==> src/rtl/ft600_rx_assembler.sv <==
// Packs the FT600 16-bit receive word stream into one {header, payload} message for PipeIn.
// Optional idle-timeout flush is enabled by defining FT600_RX_TIMEOUT_EN.
module ft600_rx_assembler #(
  parameter int WORD_WIDTH     = 16,
  parameter int DATA_WORDS     = 8,
  parameter int TIMEOUT_CYCLES = 1024
) (
  input  logic                                 CLK,
  input  logic                                 RST,
  input  logic                                 in_enq__ENA,
  input  logic [WORD_WIDTH-1:0]                in_enq_v,
  output logic                                 in_enq__RDY,
  output logic                                 out_enq__ENA,
  output logic [WORD_WIDTH*(DATA_WORDS+1)-1:0] out_enq_v,
  input  logic                                 out_enq__RDY,
  output logic                                 err_len
);

  localparam int PAYLOAD_W = WORD_WIDTH * DATA_WORDS;

  localparam logic [1:0] ST_HDR  = 2'd0;
  localparam logic [1:0] ST_DATA = 2'd1;
  localparam logic [1:0] ST_SEND = 2'd2;

  localparam logic [3:0] MAX_CNT = 4'(DATA_WORDS);

  // The word count lives in header[3:0], so at most 15 payload slots are addressable.
  if (DATA_WORDS < 1 || DATA_WORDS > 15 || WORD_WIDTH < 16 || TIMEOUT_CYCLES < 1) begin : g_param_check
    $error("ft600_rx_assembler: unsupported parameter combination");
  end

  logic [1:0]            state_q, state_d;
  logic [3:0]            count_q, count_d;
  logic [3:0]            target_q, target_d;
  logic [WORD_WIDTH-1:0] hdr_q, hdr_d;
  logic [PAYLOAD_W-1:0]  payload_q, payload_d;
  logic                  err_len_q, err_len_d;
  logic                  word_xfer;
  logic                  msg_xfer;

`ifdef FT600_RX_TIMEOUT_EN
  localparam int IDLE_W = $clog2(TIMEOUT_CYCLES + 1);
  localparam logic [IDLE_W-1:0] IDLE_LAST = IDLE_W'(TIMEOUT_CYCLES - 1);

  logic [IDLE_W-1:0] idle_q, idle_d;
  logic              timeout_q, timeout_d;
`endif

  assign in_enq__RDY  = !RST && (state_q == ST_HDR || state_q == ST_DATA);
  assign out_enq__ENA = (state_q == ST_SEND);
  assign word_xfer    = in_enq__ENA && in_enq__RDY;
  assign msg_xfer     = out_enq__ENA && out_enq__RDY;
  assign err_len      = err_len_q;

`ifdef FT600_RX_TIMEOUT_EN
  // A timed-out message is flagged to the consumer through header bit 15.
  assign out_enq_v = {hdr_q[WORD_WIDTH-1] | timeout_q, hdr_q[WORD_WIDTH-2:0], payload_q};
`else
  assign out_enq_v = {hdr_q, payload_q};
`endif

  always_comb begin
    state_d   = state_q;
    count_d   = count_q;
    target_d  = target_q;
    hdr_d     = hdr_q;
    payload_d = payload_q;
    err_len_d = err_len_q;
`ifdef FT600_RX_TIMEOUT_EN
    idle_d    = '0;
    timeout_d = timeout_q;
`endif

    case (state_q)
      ST_HDR: begin
        if (word_xfer) begin
          hdr_d     = in_enq_v;
          payload_d = '0;
          count_d   = '0;
`ifdef FT600_RX_TIMEOUT_EN
          timeout_d = 1'b0;
`endif
          // Oversized counts are clamped but the raw header is still forwarded.
          if (in_enq_v[3:0] > MAX_CNT) begin
            target_d  = MAX_CNT;
            err_len_d = 1'b1;
          end else begin
            target_d = in_enq_v[3:0];
          end
          state_d = (in_enq_v[3:0] == 4'd0) ? ST_SEND : ST_DATA;
        end
      end

      ST_DATA: begin
        if (word_xfer) begin
          for (int k = 0; k < DATA_WORDS; k++) begin
            if (count_q == 4'(k)) begin
              payload_d[k*WORD_WIDTH +: WORD_WIDTH] = in_enq_v;
            end
          end
          count_d = count_q + 4'd1;
          if (count_q == target_q - 4'd1) begin
            state_d = ST_SEND;
          end
        end
`ifdef FT600_RX_TIMEOUT_EN
        else if (idle_q == IDLE_LAST) begin
          state_d   = ST_SEND;
          timeout_d = 1'b1;
        end else begin
          idle_d = idle_q + 1'b1;
        end
`endif
      end

      ST_SEND: begin
        if (msg_xfer) begin
          state_d = ST_HDR;
          count_d = '0;
        end
      end

      default: begin
        state_d = ST_HDR;
        count_d = '0;
      end
    endcase
  end

  always_ff @(posedge CLK or posedge RST) begin
    if (RST) begin
      state_q   <= ST_HDR;
      count_q   <= '0;
      target_q  <= '0;
      hdr_q     <= '0;
      payload_q <= '0;
      err_len_q <= 1'b0;
`ifdef FT600_RX_TIMEOUT_EN
      idle_q    <= '0;
      timeout_q <= 1'b0;
`endif
    end else begin
      state_q   <= state_d;
      count_q   <= count_d;
      target_q  <= target_d;
      hdr_q     <= hdr_d;
      payload_q <= payload_d;
      err_len_q <= err_len_d;
`ifdef FT600_RX_TIMEOUT_EN
      idle_q    <= idle_d;
      timeout_q <= timeout_d;
`endif
    end
  end

endmodule

==> config.mk <==
export PLATFORM = sky130hd
export DESIGN_NAME = ft600_rx_assembler
export DESIGN_NICKNAME = d
export VERILOG_FILES = /design/src/rtl/ft600_rx_assembler.sv
export SDC_FILE = /design/constraint.sdc
export NUM_CORES = 1
export LEC_CHECK = 0
export CORE_MARGIN = 2
export CORE_UTILIZATION = 48
export DETAILED_ROUTE_END_ITERATION = 7
export PLACE_DENSITY = 0.79
export SYNTH_ARGS = -nofsm -noshare
export SYNTH_HDL_FRONTEND = slang
export SYNTH_SLANG_ARGS = --single-unit
==> constraint.sdc <==
create_clock -name CLK -period 6.95 [get_ports CLK]
set_clock_uncertainty 0.15 [all_clocks]
set_input_delay 2.085 -clock CLK [delete_from_list [all_inputs] [get_ports CLK]]
set_output_delay 2.085 -clock CLK [all_outputs]
set_load 0.05 [all_outputs]
==> impl_metrics.ini <==
[synthesis]
yosysSeqAreaShare_pct = 65.0
syn_area_um2 = 5970
syn_nets = 612
avgSynthCellArea_um2 = 10.2
yosys_warnings = 0
synth_top_area_share_pct = 65.0
ys_types = 35
synthCells = 587
synth_top_area_cell = dfrtp_1
synthTopCellsByArea = dfrtp_1, nand2_1, o21ai_1
synth_seq_cells = 155

[job]
cap_violations = 0

[clocking]
clock-sinks = 155
postCtsHoldBufs = 0
numCtsBuffers = 17
cts_htree_levels = 4
clk_latency_ns = 0.42
postCtsSetupRepairBufs = 0
cts_resized = 0
tritoncts = done
clk_path_buf_depth = 2
clk_pin_slew_worst_paths_ns = 0.06
cts-root-buf = clkbuf_16

[routing]
antenna_left = 0
drt_iter0_markers = 468
drc = 0
wire_per_inst_um = 18.5
viasPerCell = 5.31
dr_wl_met2_um = 8000
met1_length_um = 7030
dr_wl_met3_um = 1310
vias = 4879
dr.pass1.iters = 5
wl_um = 17000
topRoutingLayerUsed = met4

[placed_design]
hpwl_um = 11300
placed_area_um2 = 7680
gp_congestion = 0.853
dp.cells = 888
port_buffers = 166

[sta]
slew_headroom_pct = 21.2
setup_viol = 0
hold_viol = 0
min_period_ns = 5.85
setup-tns-final_ns = 0
finalCritPeriodShare_pct = 84.2
slew_viol_final = 0
rsz0062_at_grt = false
clock.fmax_ghz = 0.171
tightest_slew_ns = 1.18

[status]
status = finished clean

[worst_setup_path]
ff2ff_path_depth = 3
timing.rr.end = payload_q[95]$_DFFE_PP0P_
timing.rr.start = state_q[1]$_DFFE_PP0P_
cp_max_fo = 4
reg2reg_slack_ns = 4.41
crit_arrival_ns = 3.62
cp_data_required_time_ns = 4.72
path_class = input port to output pin
cp-start-kind = input port
end_kind = output pin

[cells_and_area]
instances_no_fill = 919
layout_commonest_cell = nand2_1
nets = 764
layout-drive-gt1-share_pct = 6.26
n_antenna_cell = 0
fin_area_um2 = 8270
nFillCells = 930
layout_common_cells = nand2_1, clkdlybuf4s50_1, dfrtp_1
area_growth_pct = 38.6
final_util_pct = 68.6

[die]
fp-row-count = 40
start_util_pct = 49.5
num_io_pins = 167
core_area_um2 = 12100
dieWidth_um = 115
die_h_um = 115
dieArea_um2 = 13300

[global_routing]
grt_pass1_vias = 4700
grt_overflow = 0
grt_usage_pct = 26.1
antenna_found_initial = 0
grt_max_degree = 116
grt_pass1_wl_um = 25700

[worst_hold_path]
hp-class = flip-flop to flip-flop
worstHoldEndpoint = payload_q[79]$_DFFE_PP0P_
hp-start = payload_q[79]$_DFFE_PP0P_
hold_depth = 2
## worst max path at each step
stage               depth (start not counted)                      to  start  slack [ns]
floorplan                                   1  count_q[0]$_DFFE_PP0P_    RST        0.52
global placement                            3             in_enq__RDY    RST        1.13
detailed placement                          3             in_enq__RDY    RST        1.11
CTS                                         3             in_enq__RDY    RST        1.10
global route                                3             in_enq__RDY    RST        1.02
finish                                      3             in_enq__RDY    RST        1.10
## state kept, by name, indices dropped and copies added, names as in the netlist
name,count
hdr_q,16
count_q,4
err_len,1
target_q,4
payload_q,128
state_q,2
## per-layer routing
layer	GRT usage, %	vias to the layer above
met3	5.23	34
li1	-	2263
met2	41.7	185
met1	34.6	2397
met4	12.8	0
met5	0	-
## layout make-up
cell class / count / area (um2) / area share (%)
Clock buffer: 19 / 443 / 5.35
Clock inverter: 12 / 148 / 1.78
Inverter: 7 / 31.3 / 0.378
Multi-Input combinational cell: 390 / 1880 / 22.8
Sequential cell: 155 / 3880 / 46.9
Tap cell: 168 / 210 / 2.54
Timing Repair Buffer: 168 / 1680 / 20.3
## Yosys cell counts, drive strengths merged
| cell type | instances |
|---|---|
| o21ai | 141 |
| o211ai | 1 |
| o21a | 1 |
| a21oi | 3 |
| nand3 | 3 |
| dfrtp | 155 |
| xnor2 | 4 |
| or3 | 1 |
| a32o | 1 |
| buf | 29 |
| nor3b | 5 |
| nor2 | 5 |
| nand2b | 1 |
| and3b | 4 |
| o31ai | 2 |
| or3b | 1 |
| nor4 | 1 |
| nand2 | 199 |
| inv | 7 |
| nand3b | 3 |
| nor3 | 4 |
| a221o | 1 |
| xor2 | 2 |
| ha | 5 |
| clkbuf | 6 |
| a31o | 1 |
| a21o | 1 |
## critical path: stages
cell	delay [ns]
clkdlybuf4s50_1	0.56
nor2_1	0.16
clkdlybuf4s50_1	0.81
## metrics by stage
| stage | hold WS (ns) | setup slack, ns |
|---|---|---|
| 3_3_place_gp | 0.303 | 1.13 |
| 6_report | 0.326 | 1.10 |
| 2_1_floorplan | 0.317 | 0.518 |
| 4_1_cts | 0.331 | 1.10 |
| 3_5_place_dp | 0.316 | 1.11 |
| 5_1_grt | 0.350 | 1.02 |
## logic make-up (layout without fill, tap and decap cells)
group / count (synthesis) / count (layout) / share of synthesized area (%)
compound gates: 152 / 152 / 13.6
xor+xnor: 6 / 6 / 0.881
fa+ha+maj: 5 / 5 / 1.05
buf+inv: 42 / 206 / 3.48
flops: 155 / 155 / 65.0
simple gates: 227 / 227 / 16.0
Power is left out: the tool's default activity adds up to more than one toggle a clock period on the data nets, which glitch-free logic cannot reach.
